--- src/rtl/noc_depacketizer.sv ---
// noc_depacketizer
//   Strips NoC framing from a packet stream addressed to this node. A header
//   flit opens the packet and carries the source/destination IDs, body flits
//   carry payload, and a tail flit closes the packet. Body payload is delayed
//   through a one-entry hold register so the last body flit can be flagged
//   with out_last when the tail arrives.
//
//   Optional feature: define NOC_DEPKT_STATS_EN to build the saturating
//   good-packet and error counters; otherwise pkt_cnt/err_cnt read 0.
//
// Ports
//   noc_clk, noc_rst        clock, synchronous active-high reset
//   in_valid/in_ready       flit handshake from router
//   in_flit                 {is_header, is_tail, data[DATA_W-1:0]}
//   out_valid/out_ready     payload handshake to consumer
//   out_data, out_last      body payload, last-body-flit flag
//   out_src_x, out_src_y    source ID of the packet being delivered
//   pkt_done                pulse: packet completed cleanly
//   err_misroute, err_proto pulses: destination mismatch, framing violation
//   pkt_cnt, err_cnt        saturating statistics counters
//
// state | meaning
// IDLE  | waiting for a header flit
// BODY  | accepted packet in progress, forwarding body flits
// DROP  | discarding a rejected packet until its tail
module noc_depacketizer #(
  parameter int          DATA_W    = 64,
  parameter int          X_W       = 4,
  parameter int          Y_W       = 4,
  parameter int          MY_X      = 0,
  parameter int          MY_Y      = 0,
  parameter logic [7:0]  HEAD_MARK = 8'hA5,
  parameter logic [7:0]  TAIL_MARK = 8'h5A
) (
  input  logic                noc_clk,
  input  logic                noc_rst,
  input  logic                in_valid,
  output logic                in_ready,
  input  logic [DATA_W+1:0]   in_flit,
  output logic                out_valid,
  input  logic                out_ready,
  output logic [DATA_W-1:0]   out_data,
  output logic                out_last,
  output logic [X_W-1:0]      out_src_x,
  output logic [Y_W-1:0]      out_src_y,
  output logic                pkt_done,
  output logic                err_misroute,
  output logic                err_proto,
  output logic [15:0]         pkt_cnt,
  output logic [15:0]         err_cnt
);

  localparam int SX_HI = DATA_W - 9;
  localparam int SY_HI = SX_HI - X_W;
  localparam int DX_HI = SY_HI - Y_W;
  localparam int DY_HI = DX_HI - X_W;
  localparam logic [X_W-1:0] MY_X_V = X_W'(MY_X);
  localparam logic [Y_W-1:0] MY_Y_V = Y_W'(MY_Y);

  typedef enum logic [1:0] {S_IDLE, S_BODY, S_DROP} state_t;

  state_t              state;
  logic [DATA_W-1:0]   hold_data;
  logic                hold_full;

  logic                fire;
  logic                is_head;
  logic                is_tail;
  logic [DATA_W-1:0]   f_data;
  logic [7:0]          marker;
  logic [X_W-1:0]      f_src_x;
  logic [Y_W-1:0]      f_src_y;
  logic                dst_ok;

  // A flit can be taken whenever O is empty or is being drained this cycle,
  // so a hold-to-output move never overwrites an undelivered payload.
  assign in_ready = !(out_valid && !out_ready);
  assign fire     = in_valid && in_ready;
  assign is_head  = in_flit[DATA_W+1];
  assign is_tail  = in_flit[DATA_W];
  assign f_data   = in_flit[DATA_W-1:0];
  assign marker   = f_data[DATA_W-1 -: 8];
  assign f_src_x  = f_data[SX_HI -: X_W];
  assign f_src_y  = f_data[SY_HI -: Y_W];
  assign dst_ok   = (f_data[DX_HI -: X_W] == MY_X_V) && (f_data[DY_HI -: Y_W] == MY_Y_V);

  always_ff @(posedge noc_clk) begin
    if (noc_rst) begin
      state        <= S_IDLE;
      hold_data    <= '0;
      hold_full    <= 1'b0;
      out_valid    <= 1'b0;
      out_data     <= '0;
      out_last     <= 1'b0;
      out_src_x    <= '0;
      out_src_y    <= '0;
      pkt_done     <= 1'b0;
      err_misroute <= 1'b0;
      err_proto    <= 1'b0;
    end else begin
      pkt_done     <= 1'b0;
      err_misroute <= 1'b0;
      err_proto    <= 1'b0;
      if (out_valid && out_ready) out_valid <= 1'b0;

      if (fire) begin
        if (is_head && is_tail) begin
          err_proto <= 1'b1;
        end else if (is_head) begin
          // A header outside IDLE aborts the current packet, then is judged
          // exactly like a header seen in IDLE. Accepting a header implies O
          // is empty next cycle, so out_src_* can be updated immediately.
          if (state != S_IDLE) err_proto <= 1'b1;
          hold_full <= 1'b0;
          if (marker != HEAD_MARK) begin
            err_proto <= 1'b1;
            state     <= S_DROP;
          end else if (!dst_ok) begin
            err_misroute <= 1'b1;
            state        <= S_DROP;
          end else begin
            out_src_x <= f_src_x;
            out_src_y <= f_src_y;
            state     <= S_BODY;
          end
        end else begin
          case (state)
            S_IDLE: err_proto <= 1'b1;
            S_BODY: begin
              if (hold_full) begin
                out_valid <= 1'b1;
                out_data  <= hold_data;
                out_last  <= is_tail;
              end
              if (is_tail) begin
                hold_full <= 1'b0;
                state     <= S_IDLE;
                if (marker == TAIL_MARK) pkt_done  <= 1'b1;
                else                     err_proto <= 1'b1;
              end else begin
                hold_data <= f_data;
                hold_full <= 1'b1;
              end
            end
            S_DROP: if (is_tail) state <= S_IDLE;
            default: state <= S_IDLE;
          endcase
        end
      end
    end
  end

`ifdef NOC_DEPKT_STATS_EN
  logic [15:0] pkt_cnt_q;
  logic [15:0] err_cnt_q;

  always_ff @(posedge noc_clk) begin
    if (noc_rst) begin
      pkt_cnt_q <= '0;
      err_cnt_q <= '0;
    end else begin
      if (pkt_done && (pkt_cnt_q != 16'hFFFF)) pkt_cnt_q <= pkt_cnt_q + 16'd1;
      if ((err_misroute || err_proto) && (err_cnt_q != 16'hFFFF)) err_cnt_q <= err_cnt_q + 16'd1;
    end
  end

  assign pkt_cnt = pkt_cnt_q;
  assign err_cnt = err_cnt_q;
`else
  assign pkt_cnt = '0;
  assign err_cnt = '0;
`endif

endmodule

--- config.mk ---
export PLATFORM = sky130hd
export DESIGN_NAME = noc_depacketizer
export DESIGN_NICKNAME = d
export VERILOG_FILES = /design/src/rtl/noc_depacketizer.sv
export SDC_FILE = /design/constraint.sdc
export NUM_CORES = 1
export LEC_CHECK = 0
export CAP_MARGIN = 20
export CORE_ASPECT_RATIO = 0.8
export CORE_MARGIN = 2
export CORE_UTILIZATION = 46
export CTS_CLUSTER_SIZE = 25
export DETAILED_ROUTE_END_ITERATION = 10
export HOLD_SLACK_MARGIN = 0.03
export PLACE_DENSITY_LB_ADDON = 0.3
export SLEW_MARGIN = 5
export SYNTH_ARGS = -nofsm -noshare
export SYNTH_HDL_FRONTEND = slang
export SYNTH_SLANG_ARGS = --single-unit
--- constraint.sdc ---
create_clock -name noc_clk -period 2.3 [get_ports noc_clk]
set_input_delay 0.23 -clock noc_clk [delete_from_list [all_inputs] [get_ports noc_clk]]
set_output_delay 0.23 -clock noc_clk [all_outputs]
set_load 0.02 [all_outputs]
* Word level (Yosys, flattened, before mapping)
Index checks and enable logic that the tools add are counted.
** Cells by class
- Eq/ne operators :: 6
- Muxes and demuxes :: 23
- Bitwise gates (word level) :: 6
- Reductions and logical operators :: 21
** Operators by type and width (count)
- $mux W1 :: 17
- $reduce_and A5 Y1 :: 3
- $eq A8 B7 Y1 const B :: 1
- $logic_not A4 Y1 :: 2
- $mux W2 :: 4
- $ne A8 B8 Y1 const B :: 1
- $not A1 Y1 :: 6
- $reduce_or A6 Y1 :: 1
- $logic_and A1 B1 Y1 :: 5
- $reduce_or A5 Y1 :: 1
- $pmux W2 S2 :: 1
- $reduce_and A4 Y1 :: 1
- $reduce_bool A2 Y1 :: 2
- $reduce_or A2 Y1 :: 2
- $ne A3 B1 Y1 const B :: 1
- $reduce_and A3 Y1 :: 1
- $eq A2 B1 Y1 const B :: 1
- $eq A2 B2 Y1 const B :: 1
- $logic_not A1 Y1 :: 2
- $logic_not A2 Y1 :: 1
- $ne A2 B2 Y1 const B :: 1
- $pmux W1 S2 :: 1
** Storage, ports and cells
- Flip-flop bits (word level) :: 144
- Input bits :: 70
- Output and inout bits :: 110
- Word-level logic and storage cells :: 67

* Logic depth before layout (Yosys ltp)
Gate-level depths: netlist of the first run.
- Depth after elaboration :: 7
- Depth in mapped cells :: 8
- Depth with buffers taken out :: 6

* Worst setup path after synthesis of the first run
No wires, ideal clock.
- Path kind :: register to register
- Start :: register state[1]
- End :: register hold_data[33]
- Arrival time :: 1467 ps
- Data required time :: 2164 ps
- Path slack :: 697 ps
- Cell stages (with the launch flop) :: 9
- Path buffers :: 2
- Clock period less this slack :: 1603 ps
- Cells stage by stage :: dfxtp_1 -> inv_1 -> ha_1 -> nand2b_1 -> or4_1 -> buf_4 -> buf_6 -> nand2_1 -> a21oi_2
** Between the ends
- Longest elaborated chain between the ends :: 2
** RTL lines
- from (decl) :: RTL line 62 : state_t state;
- from (signal assigned) :: RTL line 89 : state <= S_IDLE;
- from (signal assigned) :: RTL line 117 : state <= S_DROP;
- from (signal assigned) :: RTL line 120 : state <= S_DROP;
- $eq A2 B1 Y1 :: RTL line 127 : case (state)
- $reduce_and A5 Y1 (no source line)
- to (signal assigned) :: RTL line 141 : hold_data <= f_data;
- to (decl) :: RTL line 63 : logic [DATA_W-1:0] hold_data;
No other way between the ends.
A chain may end at the register's enable or synchronous reset.

* Worst setup path after layout of the first run
- Start :: register out_valid
- End :: output port in_ready
** Between the ends
- Longest elaborated chain between the ends :: 2
** RTL lines
- from (decl) :: RTL line 40 : output logic out_valid,
- from (signal assigned) :: RTL line 92 : out_valid <= 1'b0;
- from (signal assigned) :: RTL line 104 : if (out_valid && out_ready) out_valid <= 1'b0;
- from (signal assigned) :: RTL line 131 : out_valid <= 1'b1;
- $logic_and A1 B1 Y1 :: RTL line 77 : assign in_ready = !(out_valid && !out_ready);
- $logic_not A1 Y1 :: RTL line 77
- to (decl) :: RTL line 38 : output logic in_ready,
No other way between the ends.

==> flow_summary.yaml, run 1 <==
clock_network:
  htreeDepth: 4
  cts_setup_buffers: 0
  clkLatencyLatePin_ps: 410
  cts_made_buffers: 17
  clkSinkCount: 144
  cts_tree: "done"
  cts.path.max_buffers: 2
  holdBufCountCts: 0
  cts_resized: 0
  clk_pin_slew_worst_paths_ps: 60
  cts_root_buffer: "clkbuf_16"
finish:
  layout.nets: 883
  fin_cells: 972
  drive_gt1_frac: 0.08859
  diodes: 0
  area_delta_synth_final_pct: 36.96
  fillCellCount: 957
global_route:
  grt_max_degree: 49
  gr-total-overflow: 0
  antenna_found_initial: 0
  grt_use_total: 0.2087
  grt_first_pass_wirelength_um: 21440
  grt_pass1_vias: 4383
placed_design:
  port_buffers: 147
  hpwl_um: 9303
  routabilityCongestion: 0.8010
  dp.cells: 940
sta:
  relSlewSlack: 0.6611
  fmax_mhz: 502.6
  skew_ps: 7.131
  drv_slew: 0
  final-setup-viol-count: 0
  finalHoldViolCount: 0
  period_needed_ps: 1990
  period_share: 0.8651
  tightest_slew_ps: 508.3
  rsz0062_at_grt: "false"
  setup_tns_ps: 0
yosys:
  syn-instance-count: 675
  synthDistinctLibCells: 33
  netlist_area_um2: 5502
  synth_seq_cells: 144
  avgSynthCellArea_um2: 8.150
  seq_area_frac_synth: 0.5240
  yosysWarnings: 0
worst_hold_path:
  holdCritPathClass: "in -> reg"
worst_setup_path:
  worstSetupPathType: "reg -> out"
  r2r_start: "state[1]$_SDFFE_PP0P_"
  crit_required_ps: 2070
  cp-endpoint: "in_ready"
  critPathMaxFanout: 8
  arrival_ps: 1760
  critPathCaptureType: "output pin"
  startpoint_type: "flop"
  worst_r2r_endpoint: "hold_data[38]$_SDFFE_PP0P_"
  startpoint: "out_valid$_SDFF_PP0_"
  reg2regPathDepth: 7
  r2r_slack_ps: 400
detailed_routing:
  drtIter0Drc: 297
  drc: 0
  routed_wl_um: 13660
  ant_nets: 0
  viasPerCell: 4.902
  drtPass1Iterations: 4
  routedWlPerCell_um: 14.06
  num_vias: 4765
status:
  status: "completed"
floorplanning:
  die_w_um: 126.3
  io_pins: 180
  core_um2: 11600
  die_area_um2: 12860
  start_util: 0.4741
  rows: 35
  die_h_um: 101.8
power:
  p_leak_uw: 0.002523
  ir_drop_mv: 0.4366
  p_per_area_nw_per_um2: 749.0
run:
  drv_cap: 0
-- kinds of logic (layout without fill, tap and decap cells) --
group,count (synthesis),in the layout,synth area share
AO/OA/AOI/OAI,135,135,0.1324
adder cells (fa/ha/maj),2,2,0.004548
buffers and inverters,82,200,0.09620
flip-flops,144,144,0.5240
multiplexers,8,8,0.01456
other,1,32,0.0006816
AND/OR/NAND/NOR,303,303,0.2277
-- worst max-delay path, stage by stage (launching register included) --
cell and delay (ps):
dfxtp_1 340, nor2b_2 290, inv_2 130, clkdlybuf4s50_1 590
-- metal layers --
metal,up-vias,part of all wire,GRT usage
met5,-,0,0
met4,0,0.0084,0.05664
met3,9,0.058,0.05497
met2,144,0.48,0.3466
met1,2219,0.46,0.2736
li1,2393,-,-
-- cell usage in the layout, fill, tap and decap left out, types with 2 or more instances in the layout --
master	n
a21oi_2	10
inv_2	2
mux2i_1	8
nor4_1	2
buf_12	2
a21oi_1	121
nand3_1	4
buf_4	14
nand4_1	3
clkbuf_16	17
clkinv_4	2
nand2_2	10
nor2b_1	3
nor2_1	3
ha_1	2
inv_1	3
nor3_1	2
nor4b_1	4
conb_1	32
clkdlybuf4s50_1	146
clkinv_2	2
clkinvlp_4	4
nand2_1	265
dfxtp_1	144
bufinv_16	4
-- sequential cells by signal (all words and copies together) (netlist names) --
register and count:
out_src_y 4, hold_data 64, out_data 64, hold_full 1, out_valid 1, state 2, err_proto 1, pkt_done 1
out_src_x 4, err_misroute 1, out_last 1
-- power breakdown --
part	internal [uW]	switching, uW
sequential	2500	0.509
clock	1850	1040
combinational	121	138
total	4460	1180
-- metrics by stage --
stage                     instance area, um2  hold WS [ps]  power [uW]  setup WS [ps]  utilization
after CTS                               7535         279.4        5682          311.1       0.6493
final                                   7535         298.6        5643          310.2       0.6493
after global routing                    7535         295.4        5819          241.0       0.6493
after detailed placement                6905         443.3        2806          113.0       0.5950
after global placement                  6905         436.2        2804          187.0       0.5950
after floorplan                         5618         356.9        2694          696.8            -
-- how the worst min path moves through the flow --
stage	to	startpoint	slack (ps)	cells after the start
floorplan	hold_data[33]$_SDFFE_PP0P_	in_flit[33]	360	2
global placement	out_data[20]$_SDFFE_PP0P_	hold_data[20]$_SDFFE_PP0P_	440	2
detailed placement	out_data[47]$_SDFFE_PP0P_	hold_data[47]$_SDFFE_PP0P_	440	2
CTS	hold_data[52]$_SDFFE_PP0P_	noc_rst	280	2
global route	hold_data[49]$_SDFFE_PP0P_	noc_rst	300	2
finish	hold_full$_SDFFE_PP0P_	noc_rst	300	2
-- final cells by class --
class,count,area (um2),share of cell area
Sequential cell,144,2883,0.3826
Multi-Input combinational cell,480,2208,0.2931
Timing Repair Buffer,162,1607,0.2132
Clock buffer,19,442.9,0.05878
Clock inverter,13,186.4,0.02474
Tap cell,148,185.2,0.02458
Inverter,6,22.52,0.002989
-- synthesized netlist by cell type --
master / count / area share
nor2_1: 3 / 0.0020
a21oi_2: 10 / 0.016
nor3_1: 2 / 0.0018
or4_1: 1 / 0.0014
nor2b_1: 3 / 0.0034
nand2b_1: 1 / 0.0011
o2111ai_1: 1 / 0.0016
mux2i_1: 8 / 0.015
nor4_4: 1 / 0.0039
dfxtp_1: 144 / 0.52
clkinv_1: 1 / 0.00068
nor4_1: 2 / 0.0023
o32ai_1: 1 / 0.0016
and4_1: 1 / 0.0016
nand4b_1: 1 / 0.0016
conb_1: 1 / 0.00068
buf_4: 33 / 0.045
nor2b_2: 1 / 0.0016
nand3_1: 4 / 0.0036
nand3b_1: 1 / 0.0014
nor4b_1: 4 / 0.0064
inv_1: 3 / 0.0020
buf_6: 11 / 0.023
a311oi_1: 1 / 0.0016
nand2_1: 265 / 0.18
nand4_1: 3 / 0.0034
nand2_2: 10 / 0.011
buf_2: 12 / 0.011
a21oi_1: 121 / 0.11
inv_2: 2 / 0.0014
clkbuf_1: 20 / 0.014
o2bb2ai_1: 1 / 0.0016
ha_1: 2 / 0.0045
Note: power is estimated with default switching activity, not from simulation.
==> run 2: changes to the inputs <==
CORE_ASPECT_RATIO = 1.2   (was 0.8)
==> flow_summary.yaml, run 2 (same netlist as run 1, synthesis figures left out) <==
clock_network:
  cts_made_buffers: 17
  clk_pin_slew_worst_paths_ps: 60
  cts_root_buffer: "clkbuf_16"
  cts_tree: "done"
  clkLatencyLatePin_ps: 410
  cts.path.max_buffers: 2
  cts_resized: 0
  htreeDepth: 4
  holdBufCountCts: 0
  cts_setup_buffers: 0
  clkSinkCount: 144
power:
  p_int_uw: 4247
  p_total_uw: 5364
  p_leak_uw: 0.002496
  p_clk_frac: 0.487
  ir_drop_mv: 0.3997
  power_switching_uw: 1117
  p_seq_frac: 0.466
  switching_share: 0.2082
  p_per_area_nw_per_um2: 716.4
  pwr-share-comb: 0.047
finish:
  fillCellCount: 994
  fin_util: 0.6443
  final_common_cell: "nand2_1"
  largestRegisters: "hold_data: 64 flops, out_data: 64 flops"
  layout_common_cells: "nand2_1 (265), clkdlybuf4s50_1 (146), dfxtp_1 (144), a21oi_1 (121), conb_1 (32)"
  drive_gt1_frac: 0.08313
  area_delta_synth_final_pct: 36.09
  diodes: 0
  layout.nets: 880
worst_setup_path:
  critPathCaptureType: "output pin"
  worstSetupPathType: "reg -> out"
  crit_required_ps: 2070
  startpoint_type: "flop"
  arrival_ps: 1680
  critPathMaxFanout: 8
floorplanning:
  core_um2: 11620
  io_pins: 180
  die_w_um: 103.8
  die_h_um: 123.8
  rows: 43
  die_area_um2: 12850
  start_util: 0.4734
global_route:
  grt_first_pass_wirelength_um: 20490
  antenna_found_initial: 0
  gr-total-overflow: 0
  grt_max_degree: 69
  grt_use_total: 0.1980
  grt_pass1_vias: 4537
sta:
  drv_slew: 0
  rsz0062_at_grt: "false"
  finalHoldViolCount: 0
  period_share: 0.8311
  final-setup-viol-count: 0
  relSlewSlack: 0.5683
  hold_slack_ps: 148.5
  period_needed_ps: 1912
  skew_ps: 13.18
  setup_tns_ps: 0
  tightest_slew_ps: 647.5
  fmax_mhz: 523.1
placed_design:
  hpwl_um: 8787
  routabilityCongestion: 0.8144
  port_buffers: 147
detailed_routing:
  routedWlPerCell_um: 13.43
  num_vias: 4785
  viasPerCell: 4.908
  drc: 0
  ant_nets: 0
  drtIter0Drc: 178
  drtPass1Iterations: 5
  routed_wl_um: 13100
status:
  status: "completed"
worst_hold_path:
  holdCritPathClass: "in -> reg"
run:
  drv_cap: 0
==> run 2: cell types whose count changed in the layout (fill, tap and decap cells not counted) <==
cell / previous run / this run
clkinvlp_4: 4 / 3
clkbuf_8: 1 / 2
bufinv_16: 4 / 2
buf_4: 14 / 9
clkinv_2: 2 / 3
inv_6: 1 / 0
buf_12: 2 / 4
clkbuf_1: 1 / 0
==> run 2: cell type report <==
type                       count  area, um2  share of cell area
sequential                   144       2883              0.3850
multi-input combinational    480       2208              0.2950
timing repair buffer         159       1609              0.2149
clock buffer                  19      452.9             0.06049
tap                          157      196.4             0.02624
clock inverter                10      115.1             0.01537
inverter                       6      22.52            0.003008
==> run 2: routing by layer <==
metal / up-vias / GRT usage / routed length (um)
met3: 14 / 0.06227 / 827
met2: 148 / 0.3627 / 6744
met5: - / 0 / 0
met4: 0 / 0.07855 / 140
li1: 2389 / - / -
met1: 2234 / 0.2147 / 5383
==> run 2: power groups by stage <==
stage,sequential [uW],clock (uW),combinational (uW)
6_report,2500,2610,254
5_1_grt,2500,2760,268
4_1_cts,2500,2660,252
3_5_place_dp,2550,0,251
3_3_place_gp,2550,0,247
2_1_floorplan,2550,0,141
==> run 2: path summary, 6_finish.rpt <==
path | startpoint | to | slack (ps) | depth (start not counted)
max | out_valid$_SDFF_PP0_ | in_ready | 390 | 3
min | noc_rst | out_last$_SDFFE_PP0P_ | 150 | 2
max reg2reg | state[1]$_SDFFE_PP0P_ | hold_data[40]$_SDFFE_PP0P_ | 430 | 7
min reg2reg | hold_data[39]$_SDFFE_PP0P_ | out_data[39]$_SDFFE_PP0P_ | 450 | 2
==> run 2: metrics by stage <==
stage | worst slack, ps | cell area (um2) | instances
floorplan | 696.8 | 5618 | 706
global placement | 217.4 | 6919 | 946
detailed placement | 179.1 | 6919 | 946
CTS | 367.5 | 7487 | 975
global route | 333.5 | 7487 | 975
finish | 388.4 | 7487 | 975
==> run 2: worst max-delay path: stages, from the launching register on <==
cell and delay [ps]:
dfxtp_1 350, nor2b_2 260, inv_2 110, clkdlybuf4s50_1 550
